**src/rtl/axis_pkg.sv**
```systemverilog
// rtl/axis_pkg.sv - shared sizing helpers for the registered stream FIFO
package axis_pkg;

  function automatic int level_width(input int depth);
    return $clog2(depth + 1);
  endfunction

  function automatic int ptr_width(input int entries);
    return (entries > 1) ? $clog2(entries) : 1;
  endfunction

endpackage

```
**src/rtl/axis_reg_fifo_mem.sv**
```systemverilog
// rtl/axis_reg_fifo_mem.sv - circular store behind the output register
// Pointers compare-and-clear so any ENTRIES count wraps correctly.
module axis_reg_fifo_mem
  import axis_pkg::*;
#(
  parameter int ENTRIES = 3,
  parameter type entry_t = logic
) (
  input  logic   clk,
  input  logic   rst,
  input  logic   push,
  input  entry_t wdata,
  input  logic   pop,
  output entry_t rdata,
  output logic   empty,
  output logic   full
);

  localparam int PW = ptr_width(ENTRIES);
  localparam int CW = level_width(ENTRIES);
  localparam logic [PW-1:0] LAST_PTR = PW'(ENTRIES - 1);

  entry_t        store [ENTRIES];
  logic [PW-1:0] wr_ptr;
  logic [PW-1:0] rd_ptr;
  logic [CW-1:0] count;

  function automatic logic [PW-1:0] bump(input logic [PW-1:0] p);
    return (p == LAST_PTR) ? '0 : p + PW'(1);
  endfunction

  always_ff @(posedge clk) begin
    if (rst) begin
      wr_ptr <= '0;
      rd_ptr <= '0;
      count  <= '0;
    end else begin
      if (push) wr_ptr <= bump(wr_ptr);
      if (pop)  rd_ptr <= bump(rd_ptr);
      count <= count + CW'(push) - CW'(pop);
    end
  end

  always_ff @(posedge clk) begin
    if (push) store[wr_ptr] <= wdata;
  end

  assign rdata = store[rd_ptr];
  assign empty = (count == '0);
  assign full  = (count == CW'(ENTRIES));

endmodule

```
**src/rtl/axis_reg_fifo.sv**
```systemverilog
// rtl/axis_reg_fifo.sv - registered-output stream FIFO with level/almost-full report
// Optional packet-store mode: define AXIS_REG_FIFO_PKT_EN.
module axis_reg_fifo
  import axis_pkg::*;
#(
  parameter int DATA_WIDTH   = 64,
  parameter int DEPTH        = 4,
  parameter int AFULL_THRESH = DEPTH - 1
) (
  input  logic                          clk,
  input  logic                          rst,
  input  logic                          i_valid,
  output logic                          i_ready,
  input  logic [DATA_WIDTH-1:0]         i_data,
  input  logic                          i_last,
  output logic                          o_valid,
  input  logic                          o_ready,
  output logic [DATA_WIDTH-1:0]         o_data,
  output logic                          o_last,
  output logic [level_width(DEPTH)-1:0] o_level,
  output logic                          o_afull
);

  localparam int LW = level_width(DEPTH);

  typedef struct packed {
    logic [DATA_WIDTH-1:0] dat;
    logic                  lst;
  } beat_t;

  beat_t         in_beat;
  beat_t         out_beat;
  beat_t         mem_rdata;
  logic          out_full;
  logic          mem_empty;
  logic          mem_full;
  logic          mem_push;
  logic          mem_pop;
  logic          load;
  logic          in_xfer;
  logic          out_xfer;
  logic          show;
  logic [LW-1:0] level;

  assign in_beat = '{dat: i_data, lst: i_last};

  // Output register occupied implies the store is the only remaining slack.
  assign i_ready  = rst | ~(out_full & mem_full);
  assign in_xfer  = i_valid & i_ready;
  assign o_valid  = out_full & show & ~rst;
  assign out_xfer = o_valid & o_ready;

  assign load     = ~out_full | out_xfer;
  assign mem_pop  = load & ~mem_empty;
  assign mem_push = in_xfer & ~(load & mem_empty);

  axis_reg_fifo_mem #(
    .ENTRIES (DEPTH - 1),
    .entry_t (beat_t)
  ) u_mem (
    .clk   (clk),
    .rst   (rst),
    .push  (mem_push),
    .wdata (in_beat),
    .pop   (mem_pop),
    .rdata (mem_rdata),
    .empty (mem_empty),
    .full  (mem_full)
  );

  always_ff @(posedge clk) begin
    if (rst) begin
      out_full <= 1'b0;
    end else if (load) begin
      out_full <= ~mem_empty | in_xfer;
    end
  end

  // Oldest stored beat wins; an empty store bypasses the input straight through.
  always_ff @(posedge clk) begin
    if (load) out_beat <= mem_empty ? in_beat : mem_rdata;
  end

  always_ff @(posedge clk) begin
    if (rst) begin
      level <= '0;
    end else begin
      level <= level + LW'(in_xfer) - LW'(out_xfer);
    end
  end

`ifdef AXIS_REG_FIFO_PKT_EN
  logic [LW-1:0] pkt_cnt;
  logic          pkt_open;

  always_ff @(posedge clk) begin
    if (rst) begin
      pkt_cnt  <= '0;
      pkt_open <= 1'b0;
    end else begin
      pkt_cnt <= pkt_cnt + LW'(in_xfer & i_last) - LW'(out_xfer & o_last);
      if (out_xfer) pkt_open <= ~o_last;
    end
  end

  // A full buffer releases regardless so over-long packets cannot deadlock.
  assign show = (pkt_cnt != '0) | (level == LW'(DEPTH)) | pkt_open;
`else
  assign show = 1'b1;
`endif

  assign o_data  = out_beat.dat;
  assign o_last  = out_beat.lst;
  assign o_level = rst ? '0 : level;
  assign o_afull = ~rst & (level >= LW'(AFULL_THRESH));

endmodule

```
**config.mk**
```make
export PLATFORM = sky130hd
export DESIGN_NAME = axis_reg_fifo
export DESIGN_NICKNAME = d
export VERILOG_FILES = /design/src/rtl/axis_pkg.sv /design/src/rtl/axis_reg_fifo_mem.sv /design/src/rtl/axis_reg_fifo.sv
export SDC_FILE = /design/constraint.sdc
export NUM_CORES = 1
export LEC_CHECK = 0
export BUFFER_PORTS_ARGS = -buffer_cell sky130_fd_sc_hd__buf_2
export CORE_ASPECT_RATIO = 0.75
export CORE_MARGIN = 2
export CORE_UTILIZATION = 40
export CTS_CLUSTER_DIAMETER = 80
export CTS_CLUSTER_SIZE = 30
export DETAILED_ROUTE_END_ITERATION = 12
export PLACE_DENSITY = 0.59
export SYNTH_ARGS = -nofsm -noshare
export SYNTH_HDL_FRONTEND = slang
export SYNTH_SLANG_ARGS = --single-unit
export TNS_END_PERCENT = 50
```
**constraint.sdc**
```tcl
create_clock -name clk -period 9.3 [get_ports clk]
set_input_delay 0.465 -clock clk [delete_from_list [all_inputs] [get_ports clk]]
set_output_delay 0.465 -clock clk [all_outputs]
set_load 0.02 [all_outputs]
```
==> Yosys cells after proc, flatten, opt, wreduce, memory -nomap -nowiden <==
Memories as Yosys holds them, arrays and structs flattened. A register that Yosys moved wholly into a read port is not among the register bits.
Index checks and enable logic that the tools add are counted.
{ "totals": {"ff_bits": 75, "ram_bits": 195, "output_inout_bits": 71, "mem_count": 1} }
{ "classes": {"addsub": 6, "n_lt_le_gt_ge": 1, "eq_ne": 3, "n_mux": 8, "n_bitwise": 16, "n_reduce_logical": 1} }
{ "mem_list": {"columns": ["memory", "depth", "word_bits", "read_ports", "rd_ports_with_merged_regs", "wr", "line", "text"], "rows": [
  ["u_mem.store", 3, 65, 1, 1, 1, "axis_reg_fifo_mem.sv:23", "entry_t store [ENTRIES];"]
]} }
{ "op_table": {"columns": ["operator", "count"], "rows": [
  ["two-way mux 65 bit", 1],
  ["bitwise AND 1 bit", 8],
  ["two-way mux 2 bit", 4],
  ["== test 2 bit (second input constant)", 3],
  ["NOT 1 bit", 5],
  ["adder 2 x 1 -> 2 bit (second input constant)", 2],
  ["adder 3 x 1 -> 3 bit", 1],
  ["greater-or-equal comparator 3 x 2 -> 1 bit (second input constant)", 1],
  ["two-way mux 3 bit", 1],
  ["bitwise OR 1 bit", 3],
  ["subtractor 3 x 1 -> 3 bit", 1],
  ["adder 2 x 1 -> 2 bit", 1],
  ["logical NOT 2 bit", 1],
  ["two-way mux 1 bit", 2],
  ["subtractor 2 x 1 -> 2 bit", 1]
]} }

==> Logic depth before layout (Yosys ltp) <==
Gate-level depths: netlist of the first run.
{ "depth": {"depth_word": 9, "mapped_depth": 8} }

==> Cells and area by module <==
From an unflattened synthesis of the first run, not the netlist that was laid out.
{ "unflattened": {"cells_unflattened": 616, "area_unflattened_um2": 10656.5} }
{ "by_module_without_submodules": {"columns": ["mod", "n_inst", "cells_each", "area_each_um2", "seq_area_each_um2"], "rows": [
  ["axis_reg_fifo_mem", 1, 443, 7588.5, 6015.8],
  ["axis_reg_fifo", 1, 173, 3067.9, 2031.9]
]} }

==> Least setup slack after synthesis of the first run <==
OpenSTA, ideal clock, no wires.
{ "synth_path": {"path_kind": "in2reg", "start": "input rst", "end": "memory u_mem.store[0][0] (netlist bit) (enable)", "setup_time_ns": 0.581, "t_arrival_ns": 6.825, "required_ns": 8.719, "setup_slack_ns": 1.894, "path_stages": 5, "path_buffers": 0, "cell_sequence": "inv_1 > a21boi_2 > inv_1 > a21oi_4 > nor3b_1"} }
{ "synth_between": {"elab_chain_cells": 9, "elab_cells_between_ends": 11, "classes_between": "mux (2); bitwise (9)"} }
{ "synth_lines": {"columns": ["item", "line", "text"], "rows": [
  ["from (decl)", "axis_reg_fifo.sv:11", "input logic rst,"],
  ["NOT 1 bit", "axis_reg_fifo.sv:50", "assign o_valid = out_full & show & ~rst;"],
  ["bitwise AND 1 bit", "axis_reg_fifo.sv:50", null],
  ["bitwise AND 1 bit", "axis_reg_fifo.sv:51", "assign out_xfer = o_valid & o_ready;"],
  ["bitwise OR 1 bit", "axis_reg_fifo.sv:53", "assign load = ~out_full | out_xfer;"],
  ["bitwise AND 1 bit", "axis_reg_fifo.sv:55", "assign mem_push = in_xfer & ~(load & mem_empty);"],
  ["NOT 1 bit", "axis_reg_fifo.sv:55", null],
  ["bitwise AND 1 bit *", "axis_reg_fifo.sv:55", null],
  ["via mem_push", "axis_reg_fifo.sv:37", "logic mem_push;"],
  ["two-way mux 1 bit *", "axis_reg_fifo_mem.sv:45", "if (push) store[wr_ptr] <= wdata;"],
  ["two-way mux 1 bit (not written as such) *", "axis_reg_fifo_mem.sv:45", null],
  ["to (decl)", "axis_reg_fifo_mem.sv:23", null]
]} }
The timed path passes the listed nets; every way through them passes the cells marked *.

==> Worst setup path in the final report of the first run <==
{ "layout_path": {"start": "input rst", "end": "memory u_mem.store[1][40] (netlist bit) (enable)"} }
The elaborated chain is that of the path after synthesis.

==> metrics, run 1 <==
Clk network pwr share 0.275; Die X-Extent 190 um; vias 5502; most common cell after layout, fill and taps aside edfxtp_1; status completed; Hold Fails Final Rpt 0; post-synthesis mux area share 0.0658; Setup Crit Path Kind input pin to register; row count 51; Internal Power 1.76 mW; core area 0.0257 mm^2; final setup violation count 0; Period minus WS final 2.44 ns; initial antenna violation count 2; slowest stage delay, CP 0.73 ns; startpoint types input pin; sw frac 0.231; flops & latches, synth 272; die height 144 um; Critical Path AT 2.56 ns; top-area cell type share of the netlist area 0.752; synth top area cells edfxtp_1 75%, mux2i_1 6.4%, o21ai_0 3.4%; die area 0.0273 mm^2; I/O pin cnt 140; CP required 9.41 ns; vias in the first global route 5249; total CTS buffers 13; fmax 409 MHz; post-synth top area cell edfxtp_1; Seq pwr share 0.624; CP Cell Sequence buf_2 > inv_1 > a21boi_2 > clkinv_2 > a21oi_4 > nor3b_2 > buf_4; kind of end point of the critical path register; HP Class input pin to register; htree depth 1; layout cell share with drive strength beyond 1 0.214; DR pass1 iterations 5; post-CTS sizing 0; dpl hpwl 11100 um; final wirelength 18900 um; largest family of logic cells by synthesized area compound AO/OA/AOI/OAI gates; GR Overflow Total 0; Setup Skew 0.0150 ns; port bufs 139; P&R area growth vs syn 13.6%; worst hold slack 0.191 ns; Util after Layout 0.459; pre-CTS setup slack 6.32 ns; synthesized instance count 690; Final Max Tran Viols 0; fin nets 886; clock root cell clkbuf_16; largest net degree at the start of global routing 90; fill cell count 2275; clock sinks 272; GPL Wtd Cong 0.730; first-pass GRT wire length 29600 um; XOR/XNOR Fraction of Synth Area 0.00169; GRT Resource Usage Total 0.140; Worst R2R Setup Slack 6.88 ns; post-synthesis sequential area ratio 0.775; Syn Nets 763; power share of the combinational group 0.100; sw power 530 uW; Tcrit/Tclk final 0.263; slowest stage cell, crit path buf_4; Syn. warnings 0; Leakage 4.19 nW; Clock transition at path regs 0.11 ns; CTS Hold Buffers Added 0; # DRC 0; CTS Buffer Depth 3; most frequent cells in the layout 260 x edfxtp_1, 139 x buf_2, 72 x nor2_1, 70 x nand2_1, 70 x o21ai_0; Slew @ Worst Pin 0.985 ns; RSZ-0062 raised after global routing no; 1st-iter DRT viols 352; wire per inst 16.3 um; Syn Area/Cell 15.1 um^2; worst-path maximum fanout 65; final setup margin 6.86 ns; setup repair bufs after CTS 0; ANT nets after route 0; CTS tree built; Post-Syn Area 0.0104 mm^2; Cell variety after synth 33; Power Density 194 mW/mm^2; Initial Util 0.404; Post-Synth Simple-Gate Area 0.0637; Worst slew margin 0.344; TNS Setup 0 ns; worst skew pair latency 0.48 ns; Synth Area in Compound Gates 0.0705; Vias/cell 4.73; Peak VDD IR 0.0000955 V; maxcap violations 0; adder-cell share of the synthesized area 0.00554
==> flip-flops by register name, indices dropped and copies added (netlist names), named ones only <==
| signal | cells |
|---|---|
| u_mem.count | 2 |
| o_last | 1 |
| level | 3 |
| u_mem.store | 195 |
| u_mem.rd_ptr | 2 |
| o_data | 64 |
| u_mem.wr_ptr | 2 |
| out_full | 1 |
==> cells by family after synthesis <==
kind of cell,count (synthesis)
AOI/OAI and AO/OA,142
xor gates and xnor gates,2
adders and majority gates,4
buffers and inverters,42
DFF,272
muxes,68
and+or+nand+nor,160
==> power groups by stage <==
stage          logic, mW  clock network [mW]  registers (mW)
2_1_floorplan      0.105                   0            1.50
3_3_place_gp       0.232                   0            1.46
3_5_place_dp       0.234                   0            1.46
4_1_cts            0.235               0.658            1.43
5_1_grt            0.258               0.696            1.44
6_report           0.230               0.631            1.43
==> worst paths after layout <==
check	cells after the start	end	from
min reg2reg	2	register	u_mem.rd_ptr[0]
max reg2reg	3	o_data[34]	u_mem.count[1]
max	7	u_mem.store[1][40]	rst
min	1	u_mem.store[1][64]	i_data[63]
==> per-layer routing <==
| metal | GRT usage | up-vias | share of wire |
|---|---|---|---|
| met1 | 0.208 | 2579 | 0.49 |
| met4 | 0.0220 | 4 | 0.010 |
| met2 | 0.215 | 119 | 0.44 |
| met3 | 0.0300 | 21 | 0.054 |
| met5 | 0 | - | 0.0016 |
| li1 | - | 2779 | - |
==> metrics by stage <==
stage	cells	cell area, um^2	total power, mW
after global routing	1161	11800	2.39
after global placement	1142	11400	1.69
after CTS	1161	11800	2.32
final	1162	11800	2.29
after floorplan	690	10400	1.61
after detailed placement	1142	11400	1.69
==> critical path, delay by kind of cell <==
| family | cells | cell delay [ns] |
|---|---|---|
| compound gates | 2 | 0.55 |
| simple gates | 1 | 0.20 |
| buf+inv | 4 | 1.30 |
==> synth_stat cells, drive strengths merged <==
| cell | n |
|---|---|
| nand3b | 1 |
| and3 | 1 |
| a21oi | 70 |
| nor3b | 2 |
| a21boi | 1 |
| xor2 | 1 |
| buf | 13 |
| mux2 | 2 |
| edfxtp | 260 |
| o21ai | 70 |
| ha | 3 |
| nand3 | 1 |
| clkbuf | 24 |
| nor2 | 73 |
| fa | 1 |
| and2 | 1 |
| or4 | 1 |
| or2 | 2 |
| nor3 | 1 |
| inv | 5 |
| xnor2 | 1 |
| nand4b | 2 |
| nand2 | 70 |
| o31a | 1 |
| nor2b | 4 |
| dfxtp | 12 |
| or3 | 1 |
| mux2i | 66 |
==> final cells by class <==
| class | instances | area (um^2) | share of cell area |
|---|---|---|---|
| Antenna cell | 1 | 2.50 | 0.000212 |
| Clock buffer | 17 | 350 | 0.0297 |
| Clock inverter | 2 | 32.5 | 0.00276 |
| Inverter | 5 | 20.0 | 0.00170 |
| Multi-Input combinational cell | 376 | 2170 | 0.184 |
| Sequential cell | 272 | 8060 | 0.683 |
| Tap cell | 344 | 430 | 0.0365 |
| Timing Repair Buffer | 145 | 741 | 0.0628 |
Note: power is estimated with default switching activity, not from simulation.
==> inputs of run 2 (changes only) <==
Clock period 9.3 ns to 2.42 ns, I/O delays scaled along.
==> run 2 against run 1 <==
Die area stayed put; design area is 7.6% higher; final cell count is 6.5% higher; combinational power grew to 4.3 times the previous value; critical path depth is 2 lower; utilization is 3.5 points higher; sequential share of layout area is 4.8 points lower; worst setup slack worse by 6.6 ns; clock power grew to 4.1 times the previous value; critical path type is now register to register; critical endpoint is now u_mem.store[1][48]; largest cell class unchanged.
==> metrics, run 2 (synthesized netlist as in run 1, its figures left out) <==
Reg area 0.00806 mm^2 (unchanged); GRT Resource Usage Total 0.147 (was 0.140); clock sinks 272 (unchanged); 1st-iter DRT viols 434 (was 352); Die X-Extent 190 um (unchanged); placed cell area 0.0116 mm^2 (was 0.0114 mm^2); largest net degree at the start of global routing 134 (was 90); CTS tree built (unchanged); ANT nets after route 0 (unchanged); final setup violation count 0 (unchanged); Biggest register u_mem.store (unchanged); status completed (unchanged); Worst slew margin 0.376 (was 0.344); Final Instance Area 0.0127 mm^2 (was 0.0118 mm^2); CTS Buffer Depth 3 (unchanged); TNS Setup 0 ns (unchanged); Clock transition at path regs 0.10 ns (was 0.11 ns); dpl hpwl 12100 um (was 11100 um); Setup Skew 0.0166 ns (was 0.0150 ns); vias 5928 (was 5502); maxcap violations 0 (unchanged); DR pass1 iterations 5 (unchanged); layout cell share with drive strength beyond 1 0.205 (was 0.214); wire per inst 16.2 um (was 16.3 um); startpoint types register (was input pin); fin nets 961 (was 886); number of flip-flops under the largest register name 195 (unchanged); I/O pin cnt 140 (unchanged); Multi-input gate area 0.00218 mm^2 (was 0.00217 mm^2); most frequent cells in the layout 260 x edfxtp_1, 139 x buf_2, 72 x nor2_1, 70 x nand2_1, 70 x o21ai_0 (unchanged); clock root cell clkbuf_16 (unchanged); core area 0.0257 mm^2 (unchanged); Leakage 4.56 nW (was 4.19 nW); initial antenna violation count 1 (was 2); total CTS buffers 13 (unchanged); # DRC 0 (unchanged); fill cell count 2213 (was 2275); worst hold slack 0.167 ns (was 0.191 ns); Vias/cell 4.79 (was 4.73); GPL Wtd Cong 0.780 (was 0.730); total power 9.12 mW (was 2.29 mW); worst skew pair latency 0.48 ns (about the same); Critical Path AT 2.28 ns (was 2.56 ns); Hold Fails Final Rpt 0 (unchanged); row count 51 (unchanged); worst-path maximum fanout 65 (unchanged); pre-CTS setup slack 0.329 ns (was 6.32 ns); fmax 470 MHz; RSZ-0062 raised after global routing no (unchanged); Post-Place Cells 1149 (was 1142); vias in the first global route 5682 (was 5249); port bufs 139 (unchanged); htree depth 1 (unchanged); die area 0.0273 mm^2 (unchanged); final wirelength 20000 um (was 18900 um); Power Density 719 mW/mm^2 (was 194 mW/mm^2); Peak VDD IR 0.000389 V (was 0.0000955 V); most common cell after layout, fill and taps aside edfxtp_1 (unchanged); die height 144 um (unchanged); Slew @ Worst Pin 0.936 ns (was 0.985 ns); Tcrit/Tclk final 0.880; Initial Util 0.404 (unchanged); Setup Crit Path Kind register to register (was input pin to register); Period minus WS final 2.13 ns; HP Class input pin to register (unchanged); P&R area growth vs syn 22.2% (was 13.6%); Final Max Tran Viols 0 (unchanged); post-CTS sizing 0 (unchanged); Non-Filler Instances 1237 (was 1162); final setup margin 0.291 ns (was 6.86 ns); CP required 2.57 ns (was 9.41 ns); first-pass GRT wire length 31200 um (was 29600 um); GR Overflow Total 0 (unchanged); kind of end point of the critical path register (unchanged); Util after Layout 0.494 (was 0.459)
## run 2: timing repair
action                    in CTS  in global routing
hold buffers                  68                  0
buffers inserted               0                  0
hold endpoints to repair     256                  0
## run 2: routing by layer
metal	GRT usage	vias up	share of wire
met5	0	-	0
met2	0.223	163	0.43
li1	-	2936	-
met4	0.0302	0	0.017
met3	0.0252	23	0.058
met1	0.223	2806	0.49
## run 2: path summary, 6_finish.rpt
path | from | to | slack [ns] | cells past startpoint
worst min-delay path | o_ready | u_mem.rd_ptr[0] | 0.17 | 4
worst max-delay path | out_full | u_mem.store[1][48] | 0.29 | 5
worst max register to register | out_full | u_mem.store[1][48] | 0.29 | 5
worst min register to register | u_mem.rd_ptr[1] | register | 0.54 | 2
## run 2: report_power, final
group | switching [mW] | internal [mW]
registers | 0.0825 | 5.42
logic | 0.618 | 0.385
clock network | 1.39 | 1.22
## run 2: critical path: stages, from the launching register on
cell and delay [ns]:
dfxtp_1 0.38, a21boi_2 0.33, clkinv_2 0.15, a21oi_4 0.27, nor3b_4 0.29, buf_12 0.37
## run 2: layout make-up
cell class	instances	area share
inverter	5	0.00158
clock inverter	4	0.00670
timing repair buffer	220	0.125
multi-input combinational	376	0.172
clock buffer	14	0.0259
antenna	2	0.000394
sequential	272	0.635
tap	344	0.0339
==> inputs of run 3 (changes only) <==
Settings changed: PLACE_DENSITY 0.59 to 0.61.
Clock period 2.42 ns to 1.9 ns, I/O delays scaled along.
==> run 3 against run 2 <==
Wire length increased by 1.0%; clock skew decreased by 0.0093 ns; clock-buffer cell count unchanged; first-iteration DRC count decreased by 15%; maximum frequency increased by 17%; final cell count increased by 1.3%; via count decreased by 0.29%; global-route usage decreased by 0.18 points; critical path depth increased by 1; total power increased by 25%; worst setup slack got worse by 0.21 ns; highest routed layer unchanged.
==> metrics, run 3 (synthesized netlist as in run 1, its figures left out) <==
htree depth 1 (unchanged); clock sinks 272 (unchanged); GRT Resource Usage Total 0.145 (was 0.147); Initial Util 0.404 (unchanged); Final Max Tran Viols 0 (unchanged); port bufs 139 (unchanged); Internal Power 8.74 mW (was 7.03 mW); worst hold slack 0.213 ns (was 0.167 ns); 1st-iter DRT viols 368 (was 434); clock root cell clkbuf_16 (unchanged); # DRC 0 (unchanged); total CTS buffers 13 (unchanged); Vias/cell 4.72 (was 4.79); first-pass GRT wire length 30900 um (was 31200 um); Biggest register u_mem.store (unchanged); layout cell share with drive strength beyond 1 0.225 (was 0.205); Clock transition at path regs 0.10 ns (about the same); die area 0.0273 mm^2 (unchanged); worst skew pair latency 0.48 ns (about the same); Seq pwr share 0.613 (was 0.604); Hold Fails Final Rpt 0 (unchanged); CP required 2.28 ns (was 2.57 ns); Worst R2R Path Depth 6 (was 5); hold depth 6 (was 4); dpl hpwl 11800 um (was 12100 um); HP Class input pin to register (unchanged); wire per inst 16.2 um (about the same); DR pass1 iterations 4 (was 5); die height 144 um (unchanged); sw frac 0.234 (was 0.229); fill cell count 2201 (was 2213); I/O pin cnt 140 (unchanged); Setup Skew 0.00726 ns (was 0.0166 ns); core area 0.0257 mm^2 (unchanged); P&R area growth vs syn 24.0% (was 22.2%); row count 51 (unchanged); Worst R2R Setup Slack 0.08 ns (was 0.29 ns); ANT nets after route 0 (unchanged); Post-Place Cells 1158 (was 1149); Util after Layout 0.501 (was 0.494); Clk network pwr share 0.268 (was 0.286); kind of end point of the critical path register (unchanged); CTS tree built (unchanged); initial antenna violation count 1 (unchanged); status completed (unchanged); vias 5911 (was 5928); total power 11.4 mW (was 9.12 mW); startpoint types register (unchanged); Non-Filler Instances 1253 (was 1237); power share of the combinational group 0.119 (was 0.110); fin nets 977 (was 961); Critical Path AT 2.20 ns (was 2.28 ns); final wirelength 20200 um (was 20000 um); Tcrit/Tclk final 0.958 (was 0.880); Period minus WS final 1.82 ns (was 2.13 ns); Die X-Extent 190 um (unchanged); Leakage 4.65 nW (was 4.56 nW); GR Overflow Total 0 (unchanged); largest net degree at the start of global routing 134 (unchanged); Power Density 886 mW/mm^2 (was 719 mW/mm^2); sw power 2.67 mW (was 2.09 mW); CTS Buffer Depth 3 (unchanged); most frequent cells in the layout 260 x edfxtp_1, 139 x buf_2, 72 x nor2_1, 70 x nand2_1, 70 x o21ai_0 (unchanged); final setup violation count 0 (unchanged); Setup Crit Path Kind register to register (unchanged); fmax 549 MHz (was 470 MHz); Slew @ Worst Pin 0.499 ns (was 0.936 ns); number of flip-flops under the largest register name 195 (unchanged); Peak VDD IR 0.000481 V (was 0.000389 V); most common cell after layout, fill and taps aside edfxtp_1 (unchanged); worst-path maximum fanout 4 (was 65); GPL Wtd Cong 0.700 (was 0.780); vias in the first global route 5649 (was 5682); Worst slew margin 0.667 (was 0.376); maxcap violations 0 (unchanged)
run 3: metrics by stage:
step           setup TNS [ns]  setup WS, ns  cell area, um^2
6_report                    0        0.0789            12900
5_1_grt               -0.0752      -0.00970            12900
4_1_cts                     0       0.00748            12800
3_5_place_dp          -0.0180       -0.0180            11700
3_3_place_gp                0        0.0480            11700
2_1_floorplan         -394.74         -2.16            10400
run 3: worst paths after layout:
kind | start | end
worst max register to register | out_full | level[1]
worst min register to register | u_mem.rd_ptr[1] | register
worst max-delay path | out_full | level[1]
worst min-delay path | o_ready | u_mem.wr_ptr[1]
run 3: worst max-delay path, cell delays in order, from the launching register on:
cell	delay (ns)
dfxtp_2	0.36
nor2b_2	0.16
and2_4	0.16
ha_4	0.19
or2_2	0.30
fa_2	0.52
nor2_1	0.03
run 3: timing repair:
item | CTS | global route
resized for setup | 3 | 2
setup endpoints to repair | 1 | 78
hold buffers | 68 | 0
endpoints found under the hold margin | 264 | 0
cloned | 0 | 2
pin swaps | 0 | 0
setup buffers | 0 | 5
run 3: area by class of cell:
type                       instances  area [um^2]  share of cell area
sequential                       272         8060               0.626
timing repair buffer             236         1800               0.140
antenna                            1         2.50            0.000194
tap                              344          430              0.0334
clock inverter                     5         36.3             0.00282
multi-input combinational        376         2200               0.171
inverter                           5         20.0             0.00155
clock buffer                      14          329              0.0256
run 3: routing by layer:
metal  track usage  up-vias  part of all wire  wire length [um]
met1         0.218     2785              0.51             10300
met4        0.0343        0             0.019               388
met5             0        -                 0                 0
met2         0.222      138              0.43              8660
met3        0.0212       26             0.044               884
li1              -     2962                 -                 -
run 3: power groups by stage:
| stage | sequential (mW) | combinational (mW) | clock (mW) |
|---|---|---|---|
| after floorplan | 7.34 | 0.521 | 0 |
| after global placement | 7.13 | 1.21 | 0 |
| after detailed placement | 7.13 | 1.23 | 0 |
| after CTS | 6.99 | 1.34 | 3.17 |
| after global routing | 7.02 | 1.50 | 3.35 |
| final | 6.99 | 1.35 | 3.06 |
